==> config.mk <==
export PLATFORM = sky130hd
export DESIGN_NAME = tile_render_ctrl
export DESIGN_NICKNAME = d
export VERILOG_FILES = /design/src/rtl/tile_render_ctrl.sv
export SDC_FILE = /design/constraint.sdc
export NUM_CORES = 1
export LEC_CHECK = 0
export BUFFER_PORTS_ARGS = -buffer_cell sky130_fd_sc_hd__buf_2
export CAP_MARGIN = 20
export CELL_PAD_IN_SITES_DETAIL_PLACEMENT = 1
export CELL_PAD_IN_SITES_GLOBAL_PLACEMENT = 1
export CORE_ASPECT_RATIO = 0.8
export CORE_MARGIN = 10
export CORE_UTILIZATION = 39
export CTS_BUF_LIST = sky130_fd_sc_hd__clkbuf_8
export CTS_CLUSTER_SIZE = 30
export DETAILED_ROUTE_END_ITERATION = 16
export PLACE_DENSITY_LB_ADDON = 0.3
export SETUP_SLACK_MARGIN = 0.3
export SYNTH_ARGS = -nofsm -noshare
export SYNTH_HDL_FRONTEND = slang
export SYNTH_SLANG_ARGS = --single-unit
==> constraint.sdc <==
create_clock -name pixel_clk -period 2.39 [get_ports pixel_clk]
set_clock_uncertainty 0.2 [all_clocks]
set_input_delay 0 -clock pixel_clk [delete_from_list [all_inputs] [get_ports pixel_clk]]
set_output_delay 0 -clock pixel_clk [all_outputs]
set_load 0.005 [all_outputs]
==> src/rtl/tile_render_ctrl.sv <==
// Per-pixel tile scheduler: maps screen coordinates to field cells, picks the sprite and
// in-tile ROM address, overlays the blinking cursor and registers the final colour (latency 3).
module tile_render_ctrl #(
    parameter int          FIELD_TOP    = 88,
    parameter int          FIELD_COLS   = 25,
    parameter int          FIELD_ROWS   = 16,
    parameter int          BLINK_FRAMES = 16,
    parameter logic [11:0] CURSOR_RGB   = 12'hF00
) (
    input  logic        pixel_clk,
    input  logic        rst_n,
    input  logic [10:0] h_coord,
    input  logic [9:0]  v_coord,
    input  logic [2:0]  sw_bg,
    input  logic [4:0]  player_x,
    input  logic [3:0]  player_y,
    input  logic        cursor_blink_en,
    output logic        cell_rd_en,
    output logic [8:0]  cell_rd_addr,
    input  logic [3:0]  cell_state_i,
    input  logic [1:0]  cell_vis_i,
    output logic [3:0]  sprite_sel,
    output logic [9:0]  rom_addr,
    input  logic [11:0] rom_data_i,
    output logic [3:0]  red,
    output logic [3:0]  green,
    output logic [3:0]  blue,
    output logic        pix_valid,
    output logic        frame_pulse
);

    localparam int              CNT_W    = (BLINK_FRAMES > 1) ? $clog2(BLINK_FRAMES) : 1;
    localparam logic [CNT_W-1:0] CNT_LAST = CNT_W'(BLINK_FRAMES - 1);
    localparam logic [9:0]      TOP_V    = 10'(FIELD_TOP);
    localparam logic [5:0]      COLS_L   = 6'(FIELD_COLS);
    localparam logic [4:0]      ROWS_L   = 5'(FIELD_ROWS);

    function automatic logic [3:0] sprite_of(input logic [3:0] state, input logic [1:0] vis);
        logic [3:0] s;
        s = 4'd0;
        if (vis == 2'd1) begin
            s = 4'd1;
        end else if (vis == 2'd2) begin
            if (state == 4'd0)       s = 4'd12;
            else if (state <= 4'd8)  s = state + 4'd1;
            else if (state == 4'd9)  s = 4'd10;
            else if (state == 4'd10) s = 4'd11;
        end
        return s;
    endfunction

    function automatic logic on_border(input logic [4:0] t);
        return (t[4:1] == 4'h0) || (t[4:1] == 4'hF);
    endfunction

    function automatic logic [11:0] bg_colour(input logic [2:0] en);
        return {(en[2] ? 4'h8 : 4'h0), (en[1] ? 4'h8 : 4'h0), (en[0] ? 4'h8 : 4'h0)};
    endfunction

    logic             act_s0, fld_s0, last_s0;
    logic [9:0]       vrel_s0;
    logic             vld_p1, fld_p1, last_p1;
    logic [4:0]       col_p1, tx_p1, ty_p1;
    logic [3:0]       row_p1;
    logic             cursor_ok, hit_s1;
    logic             vld_p2, fld_p2, hit_p2;
    logic             show;
    logic [11:0]      rgb_s2, rgb_p3;
    logic [CNT_W-1:0] blink_cnt;
    logic             blink_phase;

    // Stage 1: coordinate decode and cell-store read
    always_comb begin
        vrel_s0 = v_coord - TOP_V;
        act_s0  = (h_coord < 11'd800) && (v_coord < 10'd600);
        // vrel >= 512 would alias row bits, so it counts as outside the field
        fld_s0  = act_s0 && (v_coord >= TOP_V) && !vrel_s0[9]
                  && ({1'b0, h_coord[9:5]} < COLS_L) && ({1'b0, vrel_s0[8:5]} < ROWS_L);
        last_s0 = (h_coord == 11'd799) && (v_coord == 10'd599);
    end

    always_ff @(posedge pixel_clk) begin
        if (!rst_n) begin
            vld_p1       <= 1'b0;
            fld_p1       <= 1'b0;
            last_p1      <= 1'b0;
            frame_pulse  <= 1'b0;
            cell_rd_en   <= 1'b0;
            cell_rd_addr <= '0;
        end else begin
            vld_p1       <= act_s0;
            fld_p1       <= fld_s0;
            last_p1      <= last_s0;
            frame_pulse  <= last_s0 && !last_p1;
            cell_rd_en   <= fld_s0;
            cell_rd_addr <= {vrel_s0[8:5], h_coord[9:5]};
        end
    end

    always_ff @(posedge pixel_clk) begin
        col_p1 <= h_coord[9:5];
        row_p1 <= vrel_s0[8:5];
        tx_p1  <= h_coord[4:0];
        ty_p1  <= vrel_s0[4:0];
    end

    // Stage 2: sprite selection and cursor hit
    always_comb begin
        cursor_ok = ({1'b0, player_x} < COLS_L) && ({1'b0, player_y} < ROWS_L);
        hit_s1    = cursor_ok && (col_p1 == player_x) && (row_p1 == player_y)
                    && (on_border(tx_p1) || on_border(ty_p1));
    end

    always_ff @(posedge pixel_clk) begin
        if (!rst_n) begin
            vld_p2     <= 1'b0;
            fld_p2     <= 1'b0;
            sprite_sel <= 4'd0;
            rom_addr   <= 10'd0;
        end else begin
            vld_p2     <= vld_p1;
            fld_p2     <= fld_p1;
            sprite_sel <= fld_p1 ? sprite_of(cell_state_i, cell_vis_i) : 4'd0;
            rom_addr   <= {ty_p1, tx_p1};
        end
    end

    always_ff @(posedge pixel_clk) begin
        hit_p2 <= hit_s1;
    end

    // Stage 3: colour mux and output register
    always_comb begin
        show   = !cursor_blink_en || !blink_phase;
        rgb_s2 = 12'h000;
        if (vld_p2) begin
            if (!fld_p2)             rgb_s2 = bg_colour(sw_bg);
            else if (hit_p2 && show) rgb_s2 = CURSOR_RGB;
            else                     rgb_s2 = rom_data_i;
        end
    end

    always_ff @(posedge pixel_clk) begin
        if (!rst_n) begin
            rgb_p3    <= 12'h000;
            pix_valid <= 1'b0;
        end else begin
            rgb_p3    <= rgb_s2;
            pix_valid <= vld_p2;
        end
    end

    always_ff @(posedge pixel_clk) begin
        if (!rst_n) begin
            blink_cnt   <= '0;
            blink_phase <= 1'b0;
        end else if (frame_pulse) begin
            if (blink_cnt == CNT_LAST) begin
                blink_cnt   <= '0;
                blink_phase <= !blink_phase;
            end else begin
                blink_cnt <= blink_cnt + 1'b1;
            end
        end
    end

    assign red   = rgb_p3[3:0];
    assign green = rgb_p3[7:4];
    assign blue  = rgb_p3[11:8];

endmodule

==> metrics.md <==
| Metric | Value |
|---|---|
| M2 GR Usage | `37.7%` |
| Worst EP required | `2.46 ns` |
| Placed cell count | `379` |
| DP HPWL | `5.04 mm` |
| Clock Path Buffers | `2` |
| Clk pin slew, worst setup/hold paths | `0.08 ns` |
| Nets | `425` |
| Die height | `88.0 um` |
| Critical path's slowest cell | `nor4_1` |
| YS warnings | `0` |
| Cell Rows | `24` |
| Peak Freq | `478 MHz` |
| Slew margin rel. | `61.4%` |
| Outcome | `completed` |
| Crit-path cells | `xor2_1, nor4_1, and3_1, dlygate4sd3_1` |
| Drt drc | `0` |
| XOR/XNOR Fraction of Synth Area | `5.44%` |
| Yosys top cell area share | `59.5%` |
| Pre-antenna DRT Iters | `4` |
| Top cell type by total area after synthesis | `dfxtp_1` |
| Clock sinks | `67` |
| Htree depth | `3` |
| P&R area growth vs syn | `58.4%` |
| Cts bufs inserted | `9` |
| Synth Flop Type | `dfxtp_1` |
| ANT cells | `0` |
| Max rail drop VDD | `0.000447 V` |
| Met3 Usage GRT | `6.90%` |
| Mapped Area | `0.00226 sq mm` |
| IO Count | `92` |
| Core Area | `0.00553 sq mm` |
| Synth Area in Simple Gates | `21.9%` |
| Register area share after synthesis | `59.5%` |
| GR Util All Layers | `19.1%` |
| Pwr dens | `693 mW/mm^2` |
| WS Path Type | `reg2reg` |
| Leak Pwr | `1.65 nW` |
| Startpoint Class | `flop` |
| Largest family of logic cells by synthesized area | `simple AND/OR/NAND/NOR gates` |
| Iteration-0 DRC Markers | `40` |
| Slowest stage delay, CP | `0.55 ns` |
| Setup-failing EPs final | `0` |
| Mean Syn Cell Area | `10.6 sq um` |
| Post-layout util | `64.7%` |
| Max-slew violation count | `0` |
| Tightest Pin Transition | `0.574 ns` |
| Synth Area in Compound Gates | `7.99%` |
| CP Max Fanout | `1` |
| GRT overflow | `0` |
| Fill count | `638` |
| Largest delay share family, worst path | `simple AND/OR/NAND/NOR gates` |
| Layout cell share with drive strength beyond 1 | `29.7%` |
| Post-CTS setup buffers | `0` |
| Vias per cell | `4.89` |
| Global routing's busiest layer | `met2` |
| Flops & latches, synth | `67` |
| Mux contribution to synthesized area | `0.444%` |
| Critical path buffers and inverters | `1` |
| Root buffer cell | `clkbuf_8` |
| Mapped Nets | `272` |
| Die ar. | `0.00925 sq mm` |
| Post-Syn Instances | `212` |
| Post-synth EDFFs | `0` |
| Final hold vios | `0` |
| Final GP Congestion | `0.786` |
| Remaining antenna violation count after routing | `0` |
| Tmin final | `2.09 ns` |
| Pwr Total | `2.48 mW` |
| Vias in the first global route | `2491` |
| CTS tree | `yes` |
| Synth cell types | `39` |
| Post-Layout Cell Count | `448` |
| Total of max-cap violations | `0` |
| Met1 Resource Use GR | `17.8%` |
| DRT Wirelength | `8.86 mm` |
| Largest net degree at the start of global routing | `25` |
| Setup TNS | `0 ns` |
| Port bufs | `91` |
| Ys async rst share | `0%` |
| Crit share post-route | `87.6%` |
| Via count | `2189` |
| Largest cells by area after synthesis | `dfxtp_1 (59%), and2_1 (7.8%), ha_1 (3.3%)` |
| Die X | `105 um` |
| Antenna violations before repair | `0` |
| Clk_lat worst skew | `0.34 ns` |
| First-pass GRT wire length | `13.7 mm` |
| Worst Hold Class | `in2reg` |
| Post-synthesis adder-cell area fraction | `3.33%` |
| Worst Path Arrival | `2.16 ns` |
| Crit end category | `flop` |
| Unrepaired setup endpoints after global routing | `true` |
| Post-DR wirelength/cell | `19.8 um` |
| Initial Util | `40.8%` |
tightest hold or removal path, stage by stage:
cell     delay, ns
buf_2         0.08
nand2_1       0.06
and2_1        0.21
nor2_1        0.12
nor2_1        0.05
through the flow:
step	setup WS (ns)	hold slack [ns]	area [sq um]
after floorplan	1.04	-0.172	2260
after global placement	0.982	-0.0816	2800
after detailed placement	0.949	-0.0781	2800
after CTS	0.349	0.00305	3570
after global routing	0.240	0.0574	3570
final	0.297	0.0201	3570
layout by cell type, fill, tap and decap left out, types with 2 or more instances in the layout:
cell type	n
buf_2	91
dfxtp_1	67
dlygate4sd3_1	53
and2_1	28
nor2_1	20
clkbuf_8	10
inv_1	9
xnor2_1	7
a21oi_1	7
xor2_1	7
nand3_1	7
nand2_1	6
ha_1	5
nand4_1	4
nand2b_1	4
o21ai_0	3
nor4_1	3
and4_1	2
and3_1	2
a211oi_1	2
nand4b_1	2
nor2b_1	2
o21ai_1	2
nand3b_1	2
nor3_1	2
bufinv_16	2
path summary, 6_finish.rpt:
path,from,to,slack [ns],cells after the start
worst max-delay path,row_p1[2],hit_p2,0.30,4
worst min-delay path,cursor_blink_en,rgb_p3[8],0.02,5
worst max register to register,row_p1[2],hit_p2,0.30,4
worst min register to register,tx_p1[0],rom_addr[0],0.26,1
registers in the layout (all words and copies together), names as in the netlist, 4 cells and up:
register / count
blink_cnt: 4
cell_rd_addr: 9
col_p1: 5
rgb_p3: 12
rom_addr: 10
row_p1: 4
sprite_sel: 4
tx_p1: 5
ty_p1: 5
area by class of cell:
type                    count  area (sq um)  area share (%)
clock inverters             6          81.3            2.28
well taps                  78          97.6            2.73
flip-flops and latches     67          1340            37.5
multi-input cells         136           903            25.3
repair buffers            144           986            27.6
inverters                   7          26.3           0.735
clock buffers              10           138            3.85
kinds of logic after synthesis:
family / count (synthesis)
xor+xnor: 14
mux: 1
compound gates: 27
simple gates: 88
fa+ha+maj: 6
flops: 67
buf+inv: 9
timing repair:
item,in CTS,in global routing
setup endpoints to repair,0,4
hold endpoints to repair,61,0
hold buffers,55,0
gates resized for setup,0,4
synthesized netlist by cell type (2+ instances only):
cell type  instances
inv_1              7
ha_1               6
o21ai_1            3
nor2b_1            2
nand3_1            7
xnor2_1            7
and4_1             2
xor2_1             7
and3_1             2
nor2_1            20
o21ai_0            3
nor3_1             2
nand3b_1           2
and2_1            28
clkbuf_1           2
nand2_1            6
a21oi_1            7
nor4_1             3
a31oi_1            2
dfxtp_1           67
nand4b_1           2
a211oi_1           2
nand4_1            4
nand2b_1           4
routing by layer:
layer / up-vias / share of wire, %
met4: 0 / 2.9
met2: 77 / 55
met1: 1065 / 36
li1: 1025 / -
met3: 22 / 5.8
met5: - / 0
where the power goes:
group | total [mW] | switching [mW] | leakage [nW] | internal, mW
Combinational | 0.263 | 0.117 | 0.981 | 0.146
Sequential | 1.18 | 0.0205 | 0.553 | 1.16
Clock | 1.03 | 0.424 | 0.119 | 0.609
Total | 2.48 | 0.562 | 1.65 | 1.92
Power figures use the tool's default switching activity.
